===== src/rtl/pipeline_hazard_ctrl.sv =====
// Hazard/forwarding controller for a 5-stage MIPS pipeline: shadows EX/MEM/WB
// destination info, resolves HOLD > FLUSH > STALL > RUN and selects ALU forwards.
module pipeline_hazard_ctrl #(
  parameter int CNT_W = 16
) (
  input  logic             clk,
  input  logic             rst,
  input  logic [31:0]      id_inst,
  input  logic             ex_taken,
  input  logic             mem_hold,
  output logic             pc_write,
  output logic             ifid_write,
  output logic             ifid_flush,
  output logic             idex_bubble,
  output logic [1:0]       fwd_a,
  output logic [1:0]       fwd_b,
  output logic [1:0]       state,
  output logic [CNT_W-1:0] stall_cnt,
  output logic [CNT_W-1:0] flush_cnt
);

  typedef enum logic [1:0] {
    ST_RUN   = 2'd0,
    ST_STALL = 2'd1,
    ST_FLUSH = 2'd2,
    ST_HOLD  = 2'd3
  } act_t;

  act_t act;
  act_t state_q;

  logic [5:0] op;
  logic [4:0] id_rs, id_rt, id_rd;
  logic       dec_use_rs, dec_use_rt, dec_wr, dec_ld;
  logic [4:0] dec_dst;
  logic       load_use;
  logic       unused_bits;

  // EX slot also keeps its source registers so forwarding needs no extra decode.
  logic [4:0] ex_dst, ex_rs, ex_rt;
  logic       ex_wr, ex_ld;
  logic [4:0] mem_dst;
  logic       mem_wr, mem_ld;
  logic [4:0] wb_dst;
  logic       wb_wr;

  assign op          = id_inst[31:26];
  assign id_rs       = id_inst[25:21];
  assign id_rt       = id_inst[20:16];
  assign id_rd       = id_inst[15:11];
  assign unused_bits = ^id_inst[10:0];

  always_comb begin
    dec_use_rs = 1'b0;
    dec_use_rt = 1'b0;
    dec_wr     = 1'b0;
    dec_ld     = 1'b0;
    dec_dst    = 5'd0;
    case (op)
      6'h00: begin
        dec_use_rs = 1'b1;
        dec_use_rt = 1'b1;
        dec_wr     = 1'b1;
        dec_dst    = id_rd;
      end
      6'h23: begin
        dec_use_rs = 1'b1;
        dec_wr     = 1'b1;
        dec_ld     = 1'b1;
        dec_dst    = id_rt;
      end
      6'h2B, 6'h04: begin
        dec_use_rs = 1'b1;
        dec_use_rt = 1'b1;
      end
      default: ;
    endcase
    // $0 is hardwired, so a write to it is no write at all.
    if (dec_dst == 5'd0) dec_wr = 1'b0;
  end

  assign load_use = ex_ld && ex_wr &&
                    ((dec_use_rs && (id_rs == ex_dst)) ||
                     (dec_use_rt && (id_rt == ex_dst)));

  always_comb begin
    if (mem_hold)      act = ST_HOLD;
    else if (ex_taken) act = ST_FLUSH;
    else if (load_use) act = ST_STALL;
    else               act = ST_RUN;
  end

  always_comb begin
    pc_write    = 1'b0;
    ifid_write  = 1'b0;
    ifid_flush  = 1'b0;
    idex_bubble = 1'b0;
    if (!rst) begin
      ifid_flush  = 1'b1;
      idex_bubble = 1'b1;
    end else begin
      case (act)
        ST_HOLD: ;
        ST_FLUSH: begin
          pc_write    = 1'b1;
          ifid_write  = 1'b1;
          ifid_flush  = 1'b1;
          idex_bubble = 1'b1;
        end
        ST_STALL: idex_bubble = 1'b1;
        default: begin
          pc_write   = 1'b1;
          ifid_write = 1'b1;
        end
      endcase
    end
  end

  // A load result is never taken from EX/MEM; the stall pushes its consumer to WB forwarding.
  always_comb begin
    fwd_a = 2'b00;
    fwd_b = 2'b00;
    if (mem_wr && !mem_ld && (mem_dst == ex_rs)) fwd_a = 2'b10;
    else if (wb_wr && (wb_dst == ex_rs))         fwd_a = 2'b01;
    if (mem_wr && !mem_ld && (mem_dst == ex_rt)) fwd_b = 2'b10;
    else if (wb_wr && (wb_dst == ex_rt))         fwd_b = 2'b01;
  end

  always_ff @(posedge clk or negedge rst) begin
    if (!rst) begin
      ex_dst    <= 5'd0;
      ex_rs     <= 5'd0;
      ex_rt     <= 5'd0;
      ex_wr     <= 1'b0;
      ex_ld     <= 1'b0;
      mem_dst   <= 5'd0;
      mem_wr    <= 1'b0;
      mem_ld    <= 1'b0;
      wb_dst    <= 5'd0;
      wb_wr     <= 1'b0;
      stall_cnt <= '0;
      flush_cnt <= '0;
      state_q   <= ST_RUN;
    end else begin
      state_q <= act;
      if (act != ST_HOLD) begin
        mem_dst <= ex_dst;
        mem_wr  <= ex_wr;
        mem_ld  <= ex_ld;
        wb_dst  <= mem_dst;
        wb_wr   <= mem_wr;
        if (act == ST_RUN) begin
          ex_dst <= dec_dst;
          ex_wr  <= dec_wr;
          ex_ld  <= dec_ld;
          ex_rs  <= dec_use_rs ? id_rs : 5'd0;
          ex_rt  <= dec_use_rt ? id_rt : 5'd0;
        end else begin
          ex_dst <= 5'd0;
          ex_wr  <= 1'b0;
          ex_ld  <= 1'b0;
          ex_rs  <= 5'd0;
          ex_rt  <= 5'd0;
        end
      end
      if (act == ST_STALL && stall_cnt != '1) stall_cnt <= stall_cnt + 1'b1;
      if (act == ST_FLUSH && flush_cnt != '1) flush_cnt <= flush_cnt + 1'b1;
    end
  end

  assign state = state_q;

endmodule


===== config.mk =====
export PLATFORM = sky130hd
export DESIGN_NAME = pipeline_hazard_ctrl
export DESIGN_NICKNAME = d
export VERILOG_FILES = /design/src/rtl/pipeline_hazard_ctrl.sv
export SDC_FILE = /design/constraint.sdc
export NUM_CORES = 1
export LEC_CHECK = 0
export BUFFER_PORTS_ARGS = -buffer_cell sky130_fd_sc_hd__buf_2
export CAP_MARGIN = 20
export CORE_ASPECT_RATIO = 1.1
export CORE_MARGIN = 2
export CORE_UTILIZATION = 50
export DETAILED_ROUTE_END_ITERATION = 6
export GPL_TIMING_DRIVEN = 1
export MAX_ROUTING_LAYER = met4
export PLACE_DENSITY = 0.75
export SYNTH_ARGS = -nofsm -noshare
export SYNTH_HDL_FRONTEND = slang
export SYNTH_SLANG_ARGS = --single-unit

===== constraint.sdc =====
create_clock -name clk -period 3.3 [get_ports clk]
set_input_delay 0 -clock clk [delete_from_list [all_inputs] [get_ports clk]]
set_output_delay 0 -clock clk [all_outputs]
set_load 0.02 [all_outputs]

# Yosys cells after proc, flatten, opt, wreduce, memory -nomap -nowiden
# Index checks and enable logic that the tools add are counted.
# totals
ff_bits	64
latchBits	0
ramBits	0
mem_bits_ro	0
in_bits	36
out_inout_bits	42
elab_cells	77
memories	0
# op_classes
n_addsub	2
mul	0
div_mod_pow	0
magnitude_cmp	0
eq_ne	15
n_shift	0
muxes	26
bitwise_logic	0
n_reduce_logical	21
# op_table
op	n
16-bit by 1-bit adder with 16-bit output (second input constant)	2
16-bit inequality test (second input constant)	2
5-bit equality test	6
5-bit 2-to-1 mux	5
1-bit 2-to-1 mux	16
6-bit equality test (second input constant)	2
1-bit logical AND	11
5-bit one-hot mux with 2 select lines	1
2-bit 2-to-1 mux	4
6-bit by 3-bit equality test with 1-bit output (second input constant)	1
6-bit logical NOT	1
2-bit OR reduction	3
5-bit logical NOT	1
2-bit equality test (second input constant)	2
4-bit OR reduction	1
3-bit OR reduction	1
2-bit by 1-bit equality test with 1-bit output (second input constant)	1
2-bit logical NOT	1
2-bit inequality test (second input constant)	1
1-bit logical NOT	1
1-bit logical OR	1

# Logic depth before layout (Yosys ltp)
# Gate-level depths: netlist of the first run.
# logic_depth
word_depth	13
depth_mapped	9
ltp_nobuf	8

# Least setup slack after synthesis of the first run
# OpenSTA, ideal clock, no wires.
# synth_timing
path_kind	reg-to-reg
from	register ex_dst[0]
to	register ex_rt[0]
setup_time_ps	67
arrival_time_ps	2259
required_ps	3233
setup_slack_ps	973
path_stages_with_launch	10
path_buffers	1
synth_period_minus_slack_ps	2327
path_cell_list	dfrtp_1 > xor2_1 > nor3_1 > and4b_1 > or3_1 > ha_1 > clkbuf_1 > nand2b_1 > nor3_1 > a22o_1
# synth_between
elab_chain_len	9
elab_cells_between_ends	12
cone_classes	eq/ne: 3; mux: 4; reduce/logical: 5
# synth_lines
item	line_no	source
start, declared	40	logic [4:0] ex_dst, ex_rs, ex_rt;
start signal, assigned	153	ex_dst <= dec_dst;
5-bit equality test (on tied branches)	83, 84	
1-bit logical AND (on tied branches)	83, 84	
1-bit logical OR *	83	((dec_use_rs && (id_rs == ex_dst)) ||
1-bit logical AND *	82	assign load_use = ex_ld && ex_wr &&
1-bit 2-to-1 mux *	89	else if (load_use) act = ST_STALL;
2-bit 2-to-1 mux *	88	else if (ex_taken) act = ST_FLUSH;
2-bit 2-to-1 mux *	87	if (mem_hold) act = ST_HOLD;
net act[0]	29	act_t act;
2-bit logical NOT	152	if (act == ST_RUN) begin
5-bit 2-to-1 mux	152	
end signal, assigned	157	ex_rt <= dec_use_rt ? id_rt : 5'd0;
end, declared	40	
# Mark *: on every way through the listed nets, which the timed path passes. The rest lies on a longest branch.
# A chain may end at the register's enable or synchronous reset.

# Final worst setup path of the first run
# layout_timing
from	register ex_dst[4]
to	register stall_cnt[15]
# layout_between
elab_chain_len	9
elab_cells_between_ends	11
cone_classes	eq/ne: 3; mux: 3; reduce/logical: 5
# layout_lines
item	line_no	source
5-bit equality test (on tied branches)	83, 84	
1-bit logical AND (on tied branches)	83, 84	
1-bit logical OR *	83	
1-bit logical AND *	82	
1-bit 2-to-1 mux *	89	
2-bit 2-to-1 mux *	88	
2-bit 2-to-1 mux *	87	
net act[0]	29	
2-bit by 1-bit equality test with 1-bit output *	166	if (act == ST_STALL && stall_cnt != '1) stall_cnt <= stall_cnt + 1'b1;
1-bit logical AND *	166	
end signal, assigned	166	
end, declared	18	output logic [CNT_W-1:0] stall_cnt,
# Marked as above.

==> flow_summary.yaml, run 1 <==
clock_network:
  path_clk_slew_ns: 0.07
  htreeDepth: 3
  cts_buffer_depth: 2
  clk_latency_ns: 0.34
  cts.sinks: 64
  cts_tree: "done"
  root_buffer: "clkbuf_8"
  numCtsBuffers: 9
  cts_resized: 0
layout:
  seq_area_um2: 1600
  stdcell_count: 474
  multi_input_area_um2: 1650
  final_cell_mix: "66 x buf_2, 64 x dfrtp_1, 28 x xor2_1, 28 x xnor2_1, 18 x nand2_1"
  num-fill-cells: 538
  drive_gt1_share_pct: 27.6
  stdcell_area_um2: 4060
  antenna_cells: 0
  final_common_cell: "buf_2"
  syn2layout_area_growth_pct: 22.3
  final_net_count: 429
synthesis:
  syn_area_per_cell_um2: 11.0
  yosys_register_bits: 64
  ys_top_cells_by_area: "dfrtp_1 48%, xnor2_1 7.4%, xor2_1 7.4%, mux2_2 5.8%, a22o_1 2.6%"
  postSynth.asyncResetShare_pct: 100
  yosysUniqueCellTypes: 45
  yosysWarnings: 0
  yosysTopAreaCellShare_pct: 48.2
  synth_edf_count: 0
  syn_area_um2: 3320
  syn-num-nets: 343
  ys_seq_area_share_pct: 48.2
  ys.flop_type: "dfrtp_1"
  syn_inst: 302
  yosysTopAreaCell: "dfrtp_1"
placement:
  dp_hpwl_um: 5130
  placed_area_um2: 3730
  io_buffer_count: 66
  placed_cells: 445
  globalplace.congestion: 0.891
detailed_routing:
  wl_um: 7270
  antenna_left: 0
  wire_per_inst_um: 15.3
  vias_per_cell: 5.55
  first_pass_iters: 4
  vias: 2633
  drt_iter0_markers: 108
  drc: 0
worst_setup_path:
  cp-end-kind: "flip-flop"
  cp-start-kind: "flip-flop"
  regToRegStartpoint: "ex_dst[4]$_DFFE_PN0P_"
  crit_path_start: "ex_dst[4]$_DFFE_PN0P_"
  crit_fanout: 7
  arrival_ns: 2.85
  crit_type: "reg -> reg"
  worst_ep_required_time_ns: 3.56
  reg2reg_slack_ns: 0.70
die:
  die_y_um: 89.5
  fp-row-count: 31
  dieWidth_um: 81.7
  coreArea_um2: 6520
  initial_core_util_pct: 51.0
  pin_count: 78
  die_area_um2: 7310
global_routing:
  grt_pass1_vias: 2568
  track_usage_pct: 22.8
  overflow: 0
  antenna_found_initial: 0
  grt_max_degree: 51
  grt_pass1_wl_um: 12300
timing:
  fmax_mhz: 385
  slew_headroom_pct: 41.1
  setup_viol: 0
  worst_pin_slew_ns: 0.882
  rsz0062_at_grt: "no"
  maxSlewViolCount: 0
  layout_min_cycle_time_ns: 2.60
  final-hold-violation-count: 0
  tns_ns: 0
  clock_skew_ns: 0.00858
  period_share_pct: 78.7
power_and_ir_drop:
  swShare_pct: 30.1
  power_mw: 1.94
  ir_drop_uv: 305
  power_frac_comb_pct: 17.9
  powerDensity_nw_per_um2: 477
  power_leakage_nw: 2.01
  clkPwrFrac_pct: 33.5
  seq_power_share_pct: 48.6
  internal_power_mw: 1.35
  p_switching_uw: 582
hold_path:
  hold_path_class: "in -> reg"
  worstHoldStart: "id_inst[12]"
job:
  maxCapViolCount: 0
run_status:
  outcome: "completed"
==> worst max-delay path, cell delays in order (launching register included) <==
cell and delay (ns):
dfrtp_1 0.43, xnor2_1 0.18, nand3_1 0.10, nor4_1 0.44
or3_1 0.23, ha_1 0.23, nand4_1 0.30, nor4_1 0.42
xor2_1 0.18
==> area by class of cell <==
type / instances / area share (%)
timing repair buffer: 83 / 12.1
clock inverter: 4 / 1.11
sequential: 64 / 39.4
clock buffer: 11 / 3.48
multi-input combinational: 223 / 40.6
inverter: 7 / 0.647
tap: 82 / 2.53
==> registers in the layout (all words and copies together) (netlist names) <==
signal	flops
wb_dst	5
stall_cnt	16
wb_wr	1
ex_rt	5
mem_ld	1
ex_rs	5
ex_wr	1
state	2
mem_wr	1
flush_cnt	16
ex_dst	5
ex_ld	1
mem_dst	5
==> cell usage after synthesis (2+ instances only) <==
library cell / n
or3_1: 2
nor3_1: 15
nor4b_1: 2
nand4_1: 8
and4_1: 2
nand2b_1: 6
nor3b_1: 2
a22o_1: 10
or2_2: 2
and3_1: 4
inv_1: 7
or4_1: 2
nor2b_1: 2
a21oi_1: 3
o2111ai_1: 2
o211ai_1: 4
dfrtp_1: 64
nor4_1: 11
xor2_1: 28
clkbuf_1: 5
nand4b_1: 2
a22oi_1: 6
nor2_1: 10
o21ai_0: 6
xnor2_1: 28
mux2_2: 17
nand4_2: 2
ha_1: 5
and4b_1: 2
nand2_1: 18
nand3_1: 11
==> logic make-up (layout without fill, tap and decap cells) <==
family,Yosys count,after routing,synth area share (%)
AOI/OAI and AO/OA,35,35,7.72
xor gates and xnor gates,56,56,14.8
adders and majority gates,5,5,1.88
buffers and inverters,15,105,2.07
DFF,64,64,48.2
muxes,18,18,6.10
and+or+nand+nor,109,109,19.2
==> power by group through the flow <==
stage          combinational [mW]  clock, mW  sequential, mW
6_report                    0.346      0.649           0.940
5_1_grt                     0.383      0.711           0.953
4_1_cts                     0.349      0.662           0.940
3_5_place_dp                0.336          0           0.954
3_3_place_gp                0.330          0           0.950
2_1_floorplan               0.129          0            1.01
==> layer usage <==
| metal | GRT usage (%) | vias up | part of all wire, % |
|---|---|---|---|
| met5 | - | - | 0 |
| met4 | 8.33 | 0 | 1.3 |
| met3 | 4.85 | 11 | 3.5 |
| met2 | 34.1 | 60 | 49 |
| met1 | 30.6 | 1300 | 46 |
| li1 | - | 1262 | - |
==> path summary, 6_finish.rpt <==
check,to,cells past startpoint
min in group asynchronous,ex_dst[4]$_DFFE_PN0P_,2
worst min register to register,stall_cnt[11]$_DFFE_PN0P_,1
max in group asynchronous,state[1]$_DFF_PN0_,3
worst max-delay path,stall_cnt[15]$_DFFE_PN0P_,8
worst min-delay path,ex_dst[1]$_DFFE_PN0P_,3
worst max register to register,stall_cnt[15]$_DFFE_PN0P_,8
==> through the flow <==
stage	util (%)	worst slack (ns)	hold slack, ns
2_1_floorplan	-	0.973	-0.296
4_1_cts	62.3	0.660	0.00440
3_5_place_dp	57.3	0.671	-0.0379
6_report	62.3	0.704	0.0128
5_1_grt	62.3	0.405	0.0246
3_3_place_gp	57.3	0.733	-0.0484
==> timing repair <==
action                    in CTS  in global routing
buffers inserted               0                  0
hold buffers                  14                  0
hold endpoints to repair      28                  0
No activity file was read; power rests on OpenSTA's default activity.
==> inputs of run 2 (changes only) <==
Settings changed: CORE_UTILIZATION 50 to 49, PLACE_DENSITY 0.75 to 0.77.
Clock period 3.3 ns to 2.1 ns, I/O delays scaled along.
==> run 2 against run 1 <==
Against the previous run: highest routed layer unchanged; critical path depth is the same; first-iteration DRC count up 81%; cell area grew 11%; wire length grew 24%; setup slack got worse by 0.96 ns; power grew 57%; flip-flop and latch count did not move; the flow now finishes with violations (negative hold slack, negative setup slack); critical endpoint is now ex_rt[3]$_DFFE_PN0P_; largest cell class unchanged; via count up 8.9%; combinational power rose by 79%; sequential power grew 57%.
==> flow_summary.yaml, run 2 (synthesis gave the netlist of run 1 again) <==
global_routing:
  grt_pass1_wl_um: 14300
  track_usage_pct: 25.8
  grt_max_degree: 33
  antenna_found_initial: 0
  grt_pass1_vias: 2876
  overflow: 0
timing:
  rsz0062_at_grt: "yes"
  clock_skew_ns: 0.0134
  period_share_pct: 112
  tns_ns: -4.67
  holdWs_ns: -0.0224
  fin_ws_ns: -0.255
  worst_pin_slew_ns: 0.455
  fmax_mhz: 425
  final-hold-violation-count: 1
  layout_min_cycle_time_ns: 2.36
  maxSlewViolCount: 0
  setup_viol: 40
  slew_headroom_pct: 69.4
die:
  coreArea_um2: 6560
  initial_core_util_pct: 50.7
  die_area_um2: 7450
  pin_count: 78
  dieWidth_um: 82.5
  fp-row-count: 31
  die_y_um: 90.3
placement:
  globalplace.congestion: 0.855
  post-place-ws_ns: -0.144
  placed_area_um2: 3960
  io_buffer_count: 66
  placed_cells: 465
  dp_hpwl_um: 5800
layout:
  stdcell_count: 498
  reg_top3: "flush_cnt: 16 flops, stall_cnt: 16 flops"
  post-route-util_pct: 69.0
  syn2layout_area_growth_pct: 36.2
  antenna_cells: 0
  final_net_count: 455
  final_common_cell: "buf_2"
  stdcell_area_um2: 4520
  final_cell_mix: "65 x buf_2, 57 x dfrtp_1, 25 x xor2_1, 25 x xnor2_1, 22 x buf_4"
  drive_gt1_share_pct: 40.6
power_and_ir_drop:
  ir_drop_uv: 673
  powerDensity_nw_per_um2: 671
  power_leakage_nw: 2.17
detailed_routing:
  antenna_left: 0
  wl_um: 9020
  drc: 0
  vias: 2867
  drt_iter0_markers: 196
  first_pass_iters: 4
  wire_per_inst_um: 18.1
  vias_per_cell: 5.76
worst_setup_path:
  crit_type: "reg -> reg"
  cp-end-kind: "flip-flop"
  cp-start-kind: "flip-flop"
  crit_fanout: 5
  arrival_ns: 2.63
  worst_ep_required_time_ns: 2.38
job:
  maxCapViolCount: 0
clock_network:
  cts.sinks: 64
  numCtsBuffers: 9
  root_buffer: "clkbuf_8"
  path_clk_slew_ns: 0.08
  cts_buffer_depth: 2
  htreeDepth: 3
  cts_tree: "done"
  clk_latency_ns: 0.35
run_status:
  violations: "negative hold slack, negative setup slack"
  outcome: "finished, violations left"
hold_path:
  hold_path_class: "in -> reg"
## run 2: cell types whose count changed in the layout (fill, tap and decap cells not counted), sizes merged
cell | previous run | this run
clkbuf | 11 | 12
bufinv | 1 | 0
clkinv | 3 | 1
dlygate4sd3 | 14 | 15
buf | 69 | 94
## run 2: timing repair
| item | CTS | global route |
|---|---|---|
| hold buffers | 15 | 0 |
| resized for setup | 17 | 29 |
| pin swaps | 17 | 14 |
| buffers inserted | 2 | 4 |
| endpoints found under the hold margin | 29 | 0 |
| endpoints found under the setup margin | 27 | 48 |
## run 2: area by class of cell
| class | instances | area, µm² |
|---|---|---|
| Multi-Input combinational cell | 223 | 1900 |
| Clock inverter | 1 | 5.00 |
| Inverter | 7 | 26.3 |
| Tap cell | 82 | 103 |
| Sequential cell | 64 | 1610 |
| Fill cell | 459 | 2030 |
| Timing Repair Buffer | 109 | 728 |
| Clock buffer | 12 | 155 |
## run 2: where the power goes
group / switching [mW] / total, mW / internal [mW]
Clock: 0.463 / 0.935 / 0.472
Combinational: 0.359 / 0.620 / 0.261
Sequential: 0.146 / 1.48 / 1.34
## run 2: critical path: stages (launching register included)
cell	delay (ns)
dfrtp_2	0.44
xor2_1	0.20
nor2_1	0.08
and4b_1	0.21
or3_4	0.42
ha_1	0.25
nand2b_4	0.18
nor3_4	0.32
a22o_1	0.19
## run 2: worst paths after layout
check | start | endpoint | slack, ns | depth (start not counted)
max in group asynchronous | rst | mem_ld$_DFFE_PN0P_ | 0.88 | 4
setup reg to reg | ex_dst[3]$_DFFE_PN0P_ | ex_rt[3]$_DFFE_PN0P_ | -0.26 | 8
hold reg to reg | mem_ld$_DFFE_PN0P_ | mem_ld$_DFFE_PN0P_ | 0.50 | 1
hold / removal | id_inst[15] | ex_dst[4]$_DFFE_PN0P_ | -0.02 | 3
setup / recovery | ex_dst[3]$_DFFE_PN0P_ | ex_rt[3]$_DFFE_PN0P_ | -0.26 | 8
min in group asynchronous | rst | ex_rt[1]$_DFFE_PN0P_ | 0.11 | 2
## run 2: metrics by stage
step	hold WS, ns	power [mW]
5_1_grt	0.0287	3.17
4_1_cts	0.00808	3.00
2_1_floorplan	-0.296	1.81
3_5_place_dp	-0.0483	2.06
3_3_place_gp	-0.0611	2.04
6_report	-0.0224	3.04
## run 2: metal layers
metal | vias to the layer above | part of all wire [%] | track usage, %
li1 | 1311 | - | -
met1 | 1401 | 40 | 32.7
met2 | 121 | 51 | 39.9
met3 | 34 | 5.4 | 5.20
met4 | 0 | 3.8 | 11.2
met5 | - | 0 | -
